<file path="config.mk">
export PLATFORM = sky130hd
export DESIGN_NAME = fp16_fma_arbiter
export DESIGN_NICKNAME = d
export VERILOG_FILES = /design/src/rtl/fp16_fma_arbiter.sv
export SDC_FILE = /design/constraint.sdc
export NUM_CORES = 1
export LEC_CHECK = 0
export CAP_MARGIN = 25
export CELL_PAD_IN_SITES_DETAIL_PLACEMENT = 1
export CELL_PAD_IN_SITES_GLOBAL_PLACEMENT = 1
export CORE_AREA = 2 2 154 111
export CTS_CLUSTER_DIAMETER = 40
export DETAILED_ROUTE_END_ITERATION = 10
export DIE_AREA = 0 0 156 113
export PLACE_DENSITY = 0.91
export SETUP_SLACK_MARGIN = 0.15
export SYNTH_ARGS = -nofsm -noshare
export SYNTH_HDL_FRONTEND = slang
export SYNTH_SLANG_ARGS = --single-unit
</file>
<file path="constraint.sdc">
create_clock -name clk -period 3.75 [get_ports clk]
set_input_delay 0.375 -clock clk [delete_from_list [all_inputs] [get_ports clk]]
set_output_delay 0.375 -clock clk [all_outputs]
set_load 0.02 [all_outputs]
</file>
<file path="src/rtl/fp16_fma_arbiter.sv">
// fp16_fma_arbiter: round-robin arbiter sharing one pipelined FP16 FMA between NREQ requesters.
module fp16_fma_arbiter #(
    parameter int NREQ    = 4,
    parameter int LATENCY = 4,
    parameter int IDW     = 2
) (
    input  logic                 clk,
    input  logic                 rst,
    input  logic [NREQ-1:0]      req_valid,
    output logic [NREQ-1:0]      req_ready,
    input  logic [16*NREQ-1:0]   req_a,
    input  logic [16*NREQ-1:0]   req_b,
    input  logic [16*NREQ-1:0]   req_c,
    input  logic                 drain,
    output logic                 fma_in_valid,
    output logic [15:0]          fma_a,
    output logic [15:0]          fma_b,
    output logic [15:0]          fma_c,
    input  logic [15:0]          fma_out,
    input  logic                 fma_out_valid,
    output logic [NREQ-1:0]      resp_valid,
    output logic [15:0]          resp_data,
    output logic [IDW+1:0]       outstanding,
    output logic                 idle,
    output logic                 err
);
    logic [IDW-1:0] ptr;
    logic [IDW-1:0] g;
    logic           gv;
    logic [LATENCY-1:0] tv;
    logic [IDW-1:0] tid [LATENCY];
    logic           retire;
    // Scan downward so the lowest offset from ptr overwrites and wins.
    always_comb begin
        gv = 1'b0;
        g  = '0;
        for (int k = NREQ - 1; k >= 0; k--) begin
            if (req_valid[(int'(ptr) + k) % NREQ] && !drain && !rst) begin
                gv = 1'b1;
                g  = IDW'((int'(ptr) + k) % NREQ);
            end
        end
    end
    assign req_ready    = gv ? (NREQ'(1) << g) : '0;
    assign fma_in_valid = gv;
    assign fma_a        = gv ? req_a[{g, 4'b0000} +: 16] : '0;
    assign fma_b        = gv ? req_b[{g, 4'b0000} +: 16] : '0;
    assign fma_c        = gv ? req_c[{g, 4'b0000} +: 16] : '0;
    assign retire       = tv[LATENCY-1];
    assign idle         = (outstanding == '0) && !gv;
    always_ff @(posedge clk) begin
        if (rst) begin
            ptr <= '0;
        end else if (gv) begin
            ptr <= (int'(g) == NREQ - 1) ? '0 : g + IDW'(1);
        end
    end
    // Tag pipeline mirrors the FMA depth so the owner pops out with the result.
    always_ff @(posedge clk) begin
        if (rst) begin
            tv <= '0;
            for (int i = 0; i < LATENCY; i++) tid[i] <= '0;
        end else begin
            tv[0]  <= gv;
            tid[0] <= g;
            for (int i = 1; i < LATENCY; i++) begin
                tv[i]  <= tv[i-1];
                tid[i] <= tid[i-1];
            end
        end
    end
    always_ff @(posedge clk) begin
        if (rst) begin
            resp_valid  <= '0;
            resp_data   <= '0;
            err         <= 1'b0;
            outstanding <= '0;
        end else begin
            resp_valid  <= (retire && fma_out_valid) ? (NREQ'(1) << tid[LATENCY-1]) : '0;
            resp_data   <= (retire && fma_out_valid) ? fma_out : resp_data;
            err         <= err | (retire != fma_out_valid);
            outstanding <= outstanding + (IDW+2)'(gv) - (IDW+2)'(retire);
        end
    end
endmodule

</file>
# Word level (Yosys, flattened, before mapping)
# Memory sizes are Yosys's and may differ from the RTL's.
# Index checks and enable logic that the tools add are counted.
totals:
  wordCells: 82
  mem_bits_rw: 8
  n_memories: 1
  reg_bits: 31
  rom_bits: 0
  input_bits: 216
  latchBits: 0
memory_table:
  columns: ["name", "depth", "word_bits", "rd", "rd_clocked_by_memory_dff", "wr", "line_no", "text"]
  rows:
  - ["tid", 4, 2, 4, 0, 4, "31", "logic [IDW-1:0] tid [LATENCY];"]
classes:
  n_mux: 31
  div_mod_pow: 0
  bitwise_logic: 9
  shift: 5
  magnitude_cmp: 4
  eq_ne: 2
  n_reduce_logical: 18
  n_mul: 0
  add_sub_neg: 6
op_table:
  columns: ["operator", "n"]
  rows:
  - ["$shiftx A64 B7 Y16", 3]
  - ["$mux W16", 3]
  - ["$mux W2", 9]
  - ["$mux W1", 14]
  - ["$lt A3 B4 Y1 const B", 3]
  - ["$logic_and A1 B1 Y1", 10]
  - ["$bmux W1 S2", 4]
  - ["$reduce_or A2 Y1", 4]
  - ["$shl A1 B2 Y4 const A", 2]
  - ["$or A1 B1 Y1", 5]
  - ["$add A2 B1 Y2 const B", 2]
  - ["$add A2 B2 Y2 const B", 2]
  - ["$add A4 B1 Y4", 1]
  - ["$logic_not A4 Y1", 1]
  - ["$mux W4", 1]
  - ["$sub A4 B1 Y4", 1]
  - ["$and A1 B1 Y1 const A", 3]
  - ["$logic_not A1 Y1", 3]
  - ["$lt A2 B3 Y1 const B", 1]
  - ["$eq A2 B1 Y1 const B", 1]
  - ["$ne A1 B1 Y1", 1]
  - ["$not A1 Y1", 1]

# Depth between registers and ports, before layout
depth:
  depth_word: 14
  ltp_mapped: 10
  ltp_nobuf: 8

# Worst setup path before layout
# OpenSTA, ideal clock, no wires.
synth_path:
  path_kind: "input -> output"
  startpoint: "input port rst"
  endpoint: "output port fma_b[10]"
  required_ns: 3.375
  n_path_buf: 3
  path_stages: 8
  t_arrival_ns: 2.411
  setup_slack_ns: 0.964
  path_cell_list: "buf_2 or3b_1 o22a_1 o31ai_2 buf_2 clkbuf_1 a222oi_1 o22ai_1"
synth_via:
  elab_chain_len: 8
  elab_cells_between_ends: 15
  cone_classes: "shift (1); mux (9); reduce/logical (5)"
synth_lines:
  columns: ["element", "line_no", "text"]
  rows:
  - ["start, declared", "8", "input logic rst,"]
  - ["$logic_not A1 Y1 *", "38", "if (req_valid[(int'(ptr) + k) % NREQ] && !drain && !rst) begin"]
  - ["$logic_and A1 B1 Y1", "38", null]
  - ["$mux W2 (4 in a row)", "38", null]
  - ["$shiftx A64 B7 Y16", "47", "assign fma_b = gv ? req_b[{g, 4'b0000} +: 16] : '0;"]
  - ["$mux W16 *", "47", null]
  - ["end, declared", "17", "output logic [15:0] fma_b,"]
# Every way passes the cells marked *; elsewhere a longest branch is shown, timed or not.

# Worst setup path after layout
layout_path:
  startpoint: "input port drain"
  endpoint: "output port fma_a[1]"
layout_via:
  elab_chain_len: 9
  elab_cells_between_ends: 19
  cone_classes: "shift (1); mux (9); reduce/logical (9)"
layout_lines:
  columns: ["element", "line_no", "text"]
  rows:
  - ["start, declared", "14", "input logic drain,"]
  - ["$logic_not A1 Y1 *", "38", null]
  - ["$logic_and A1 B1 Y1 (2 in a row)", "38", null]
  - ["$mux W2 (3 in a row)", "38", null]
  - ["$mux W2 *", "38", null]
  - ["named net g[0]", "28", "logic [IDW-1:0] g;"]
  - ["$shiftx A64 B7 Y16 *", "46", "assign fma_a = gv ? req_a[{g, 4'b0000} +: 16] : '0;"]
  - ["$mux W16 *", "46", null]
  - ["end, declared", "16", "output logic [15:0] fma_a,"]
# The timed path passes the listed nets; every way through them passes the cells marked *.

==> impl_metrics.tcl <==
set metrics [dict create \
    status "finished clean" \
    cp_top_family "buffers and inverters" \
    place_inst 970 \
    arrival_ns 3.14 \
    cp.depth 11 \
    place.gp.congestion 0.771 \
    synthArstFlopShare_pct 0 \
    maxSlewHeadroom_pct 66.1 \
    post-route-period-util_pct 93.7 \
    r2r_end "ptr[1]" \
    ir_drop_v 0.000160 \
    min_path_type "reg2reg" \
    power_leakage_nw 3.53 \
    synthFlopType "dfxtp_1" \
    setup_viol 0 \
    cp-end-kind "output port" \
    grt_use_total_pct 20.1 \
    ys_seq_elements 39 \
    criticalPathCategory "in2out" \
    detail_route.first_pass.iterations 8 \
    syn-num-nets 724 \
    ant_nets 0 \
    antenna_found_initial 0 \
    max_freq_mhz 285 \
    drive_gt1_share_pct 5.30 \
    critPathBufInv 4 \
    routed-via-count 5124 \
    grt_overflow 0 \
    initial_core_util_pct 24.8 \
    cts_tree "yes" \
    via_per_inst 5.23 \
    drc 0 \
    cts.sinks 39 \
    num_rows 39 \
    r2r_slack_ns 1.47 \
    setup_tns_ns 0 \
    r2r_cells 9 \
    yosys_warnings 0 \
    hpwlAfterDp_mm 14.7 \
    worstSetupStartpoint "drain" \
    grt_max_degree 50 \
    htreeDepth 2 \
    fin_nets 1000 \
    grt_pass1_vias 5353 \
    syn2layout_area_growth_pct 83.2 \
    ios 295 \
    whs_ns 0.441 \
    min_path_cells 1 \
    worstMarginPinSlew_ns 0.509 \
    crit_fanout 21 \
    first_iter_violations 325 \
    synth_area_sq_mm 0.00399 \
    cp_cell_sequence "clkdlybuf4s50_1 -> or3b_1 -> o22a_1 -> o21ai_4 -> nor2_4 -> a21o_1 -> clkinv_2 -> buf_12 -> mux2i_2 -> o22ai_1 -> dlygate4sd2_1" \
    ctsHoldBuffers 0 \
    die_h_microns 113 \
    setup.worst_path.start_class "primary input" \
    fill_cells 1874 \
    min_to "tid[0][6]" \
    reg2reg_from "ptr[1]" \
    cts-root-buf "clkbuf_16" \
    grt_setup_unrepaired "yes" \
    register_area_sq_um 781 \
    antennaDiodeCount 0 \
    period_minus_slack_ns 3.51 \
    synth-edff-count 0 \
    core-area_sq_mm 0.0161 \
    min-delay-start "tid[0][4]" \
    design_area_sq_mm 0.00730 \
    multiInputGateArea_sq_mm 0.00275 \
    critPathSlowestCell "clkdlybuf4s50_1" \
    io_buffers 294 \
    critPathMaxStageDelay_ns 0.48 \
    clock_skew_ns 0.00208 \
    required_ns 3.38 \
    path_clk_slew_ns 0.06 \
    finalNonFillerCells 979 \
    clock_latency_ns 0.29 \
    wl_per_cell_microns 19.3 \
    die_w_microns 156 \
    grt_pass1_wl_mm 28.7 \
    syn_inst 497 \
    drv_slew 0 \
    postRouteWirelength_mm 18.9 \
    avgSynthCellArea_sq_um 8.02 \
    dieArea_sq_mm 0.0176 \
    seq_area_frac_synth_pct 19.6 \
    maxCapViolations 0 \
    synth.distinct_cells 39 \
    hold_violations 0 \
    clock_path_buffers 2 \
    dpl_cell_area_sq_mm 0.00720 \
    powerDensity_mw_per_mm2 240 \
    numCtsBuffers 5 \
]
-- worst reg2reg max path: cells and delay by family, from the launching register on --
family	cells	cell delay [ns]
flops	1	0.42
compound gates	4	0.81
simple gates	3	0.51
buf+inv	1	0.15
fa+ha+maj	1	0.27
-- state kept, by name, summed over array words and instances (netlist names) --
register     count
err              1
ptr              2
resp_valid       4
tid              8
resp_data       16
outstanding      4
tv               4
-- cells by family (layout without fill, tap and decap cells) --
family / Yosys count / after routing / synth area share, %
adder cells (fa/ha/maj): 11 / 11 / 3.64
multiplexers: 116 / 116 / 29.1
AND/OR/NAND/NOR: 107 / 107 / 11.9
XOR/XNOR: 2 / 2 / 0.440
buffers and inverters: 107 / 384 / 12.0
flip-flops: 39 / 39 / 19.6
AO/OA/AOI/OAI: 115 / 115 / 23.3
-- metal layers --
metal	global-route usage [%]	vias up	part of all wire (%)
li1	-	2398	-
met1	25.1	2491	43
met2	36.8	212	50
met3	3.10	23	5.6
met4	3.98	0	1.3
met5	0	-	0
-- what timing repair did --
action / in CTS / in global routing
gates resized for setup: 51 / 5
endpoints found under the setup margin: 51 / 40
gates cloned: 0 / 0
pin swaps: 0 / 1
setup buffers: 0 / 1
-- worst max-delay path by stage --
stage	end	slack, ns
global route	fma_a[8]	0.11
detailed placement	req_ready[2]	-0.06
floorplan	fma_b[10]	0.96
CTS	fma_a[5]	0.001
global placement	req_ready[2]	0.02
finish	fma_a[1]	0.24
-- cell usage after synthesis (all sizes together), types with 10 or more instances --
library cell    n  share of area (%)
buf            19                3.7
ha             10                3.1
dfxtp          39                 20
nor2b          12                1.9
o22ai          49                7.7
mux2i         116                 29
nand2          53                5.0
nor2           28                2.7
inv            58                5.5
clkbuf         28                2.6
a222oi         48                 12
-- stage by stage --
step                      power, mW  setup slack (ns)  utilization, %
after floorplan               0.887             0.964               -
after global placement         1.35            0.0181            44.9
after detailed placement       1.37           -0.0552            44.9
after CTS                      1.76           0.00138            45.4
after global routing           1.84             0.114            45.5
final                          1.75             0.238            45.5
-- report_power, final --
group          switching, mW  internal, mW  leakage [nW]  total, mW
Combinational          0.416         0.468          3.15      0.884
Sequential            0.0124         0.432         0.317      0.445
Clock                  0.177         0.245        0.0658      0.422
-- layout make-up --
class                           instances  area share, %
Timing Repair Buffer                  316           43.0
Inverter                               60           3.10
Sequential cell                        39           10.7
Clock buffer                            5           1.71
Multi-Input combinational cell        351           37.7
Clock inverter                          3          0.274
Tap cell                              205           3.51
-- placed cells by master (no fill, tap or decap), drive strengths merged, types with 2 or more instances in the layout --
master         count
clkdlybuf4s50    243
mux2i            116
inv               59
nand2             53
o22ai             49
dlygate4sd2       49
a222oi            48
dfxtp             39
nor2              28
buf               22
nor2b             12
ha                10
clkbuf             6
a21o               4
a21oi              4
and2               4
nor3               3
o21a               3
clkinv             2
xnor2              2
clkinvlp           2
o21ai              2
(Power assumes the default switching activity.)
==> RTL edit (same flow settings) <==
Reset style: asynchronous (`rst`), changed in 3 clocked blocks.
--- a/src/rtl/fp16_fma_arbiter.sv
+++ b/src/rtl/fp16_fma_arbiter.sv
@@ -48,7 +48,7 @@
     assign fma_c        = gv ? req_c[{g, 4'b0000} +: 16] : '0;
     assign retire       = tv[LATENCY-1];
     assign idle         = (outstanding == '0) && !gv;
-    always_ff @(posedge clk) begin
+    always_ff @(posedge clk or posedge rst) begin
         if (rst) begin
             ptr <= '0;
         end else if (gv) begin
@@ -56,7 +56,7 @@
         end
     end
     // Tag pipeline mirrors the FMA depth so the owner pops out with the result.
-    always_ff @(posedge clk) begin
+    always_ff @(posedge clk or posedge rst) begin
         if (rst) begin
             tv <= '0;
             for (int i = 0; i < LATENCY; i++) tid[i] <= '0;
@@ -69,7 +69,7 @@
             end
         end
     end
-    always_ff @(posedge clk) begin
+    always_ff @(posedge clk or posedge rst) begin
         if (rst) begin
             resp_valid  <= '0;
             resp_data   <= '0;
Function: differs if rst is asserted again (counterexample within 4 cycles, from zero or initial values and one cycle with rst high); with rst held inactive, the same outputs for 4 cycles.
==> RTL edit against the original RTL <==
Routed wire length shrank 1.6%; sequential cell count is the same; die area is the same; synthesized cell count shrank 7.0%; design area shrank 6.3%; largest cell class unchanged; maximum frequency grew 1.0%; power grew 36%; area after synthesis shrank 12%; cell count shrank 5.6%; worst hold slack lost 95 ps; critical path depth shrank 3; highest routed layer unchanged; worst setup slack gained 35 ps; register-to-register slack gained 180 ps.
==> RTL edit: results (changes against the original RTL) <==
[finish]
nFillCells=1893  ; +1.0%
top_regs=resp_data x16, tid x8
drive_above_1_share=0.0669  ; +0.0139
final_nets=944  ; -5.6%
multiInputGateArea_um2=2260  ; -18%

[logic_synthesis]
syn_nets=689  ; -4.8%
synth_area_leaders=dfrtp_1 (28%), nand3_1 (14%), a311oi_1 (12%)
synthDistinctLibCells=34  ; -13%
yosys_warnings=0  ; unchanged
synth_commonest_cells=nand3_1 (96), nand2_1 (50), nor3_1 (50), a311oi_1 (48), a31oi_1 (48)
synthArstFlopShare=1.00  ; +1.00
syn_avg_cell_area_um2=7.56  ; -5.7%
ys.flop_type=dfrtp_1
synth-seq-area-share=0.279  ; +0.0836

[critical_path]
rr_startpoint=ptr[1]
crit_path_max_fanout=33  ; +57%
arrival_ps=3100  ; -40 ps
critPathLaunch=req_valid[2]

[power_and_ir_drop]
p_leak_nw=2.40  ; -32%
ir_drop_v=0.000235  ; +47%

[global_routing]
grt_util_all_layers=0.200  ; -0.000911
antenna_found_initial=1  ; +1
grt_pass1_vias=5068  ; -5.3%
grt_pass1_wl_um=28000  ; -2.4%
grt_max_degree=91  ; +82%

[place]
placedCellCount=915  ; -5.7%
dp_slack_ps=223  ; +279 ps
dpl_cell_area_um2=6660  ; -7.5%
place.gp.congestion=0.755  ; -2.0%
post-dp-hpwl_um=13600  ; -7.0%
portBuffers=294  ; unchanged

[cts]
h-tree-depth=2  ; unchanged
cts_buffers=5  ; unchanged
cts.clk_slew.worst_paths_ps=60  ; about the same
clk_latency_ps=290  ; about the same
cts_sinks=39  ; unchanged
clk_path_buf_depth=2  ; unchanged
cts_root_buf=clkbuf_16

[drt]
wire_per_inst_um=20.1  ; +4.2%
vias=4850  ; -5.3%
drtIter0Drc=296  ; -8.9%
drt_wl_total_um=18500  ; -1.6%
first_pass_iters=4  ; -4

[worst_hold_path]
min_path_type=flip-flop to flip-flop
hp-start=tv[2]

[timing]
skew_ps=2.33  ; +0.251 ps
slew_headroom=0.412  ; -0.249

[outcome]
status=finished clean

[RTL edit: worst paths after layout]
check | to | slack, ps | cells after the start
setup / recovery | fma_a[15] | 270 | 8
hold reg to reg | tv[3] | 350 | 0
hold / removal | tv[3] | 350 | 0
setup reg to reg | ptr[1] | 1650 | 6
max in group asynchronous | tv[0] | 2200 | 3
min in group asynchronous | resp_data[13] | 770 | 2
[RTL edit: logic make-up (layout without fill, tap and decap cells)]
family | count (synthesis) | count (layout) | share of synthesized area
xor+xnor | 2 | 2 | 0.00502
compound gates | 106 | 106 | 0.232
fa+ha+maj | 11 | 11 | 0.0416
flops | 39 | 39 | 0.279
other cells | 0 | 1 | 0
simple gates | 216 | 216 | 0.298
mux | 18 | 18 | 0.0580
buf+inv | 70 | 326 | 0.0863
[RTL edit: report_power, final]
part | switching, W | internal [W]
logic | 0.000690 | 0.000650
clock network | 0.000179 | 0.000314
registers | 0.0000519 | 0.000496
total | 0.000921 | 0.00146
[RTL edit: layout make-up]
class	count	share of cell area
inverters	11	0.00604
repair buffers	307	0.457
clock inverters	3	0.00640
diodes	1	0.000366
flip-flops and latches	39	0.143
multi-input cells	353	0.331
well taps	205	0.0375
clock buffers	5	0.0183
[RTL edit: repair_timing]
action	in CTS	in global routing
hold buffers	0	0
buffers inserted	0	0
gates resized for setup	0	1
setup endpoints to repair	0	2
[RTL edit: metal layers]
layer  global-route usage  vias to the layer above  wire length [µm]
li1                     -                     2271                 -
met3               0.0490                       18              1330
met4               0.0391                        0               212
met2                0.377                      188              9460
met5                    0                        -                 0
met1                0.231                     2373              7550
[RTL edit: worst max-delay path: stages]
cell	delay, ps
clkdlybuf4s50_1	540
nor2b_1	220
a311oi_4	320
or2_4	210
buf_4	350
nand3_1	160
a31oi_1	270
clkdlybuf4s50_1	650
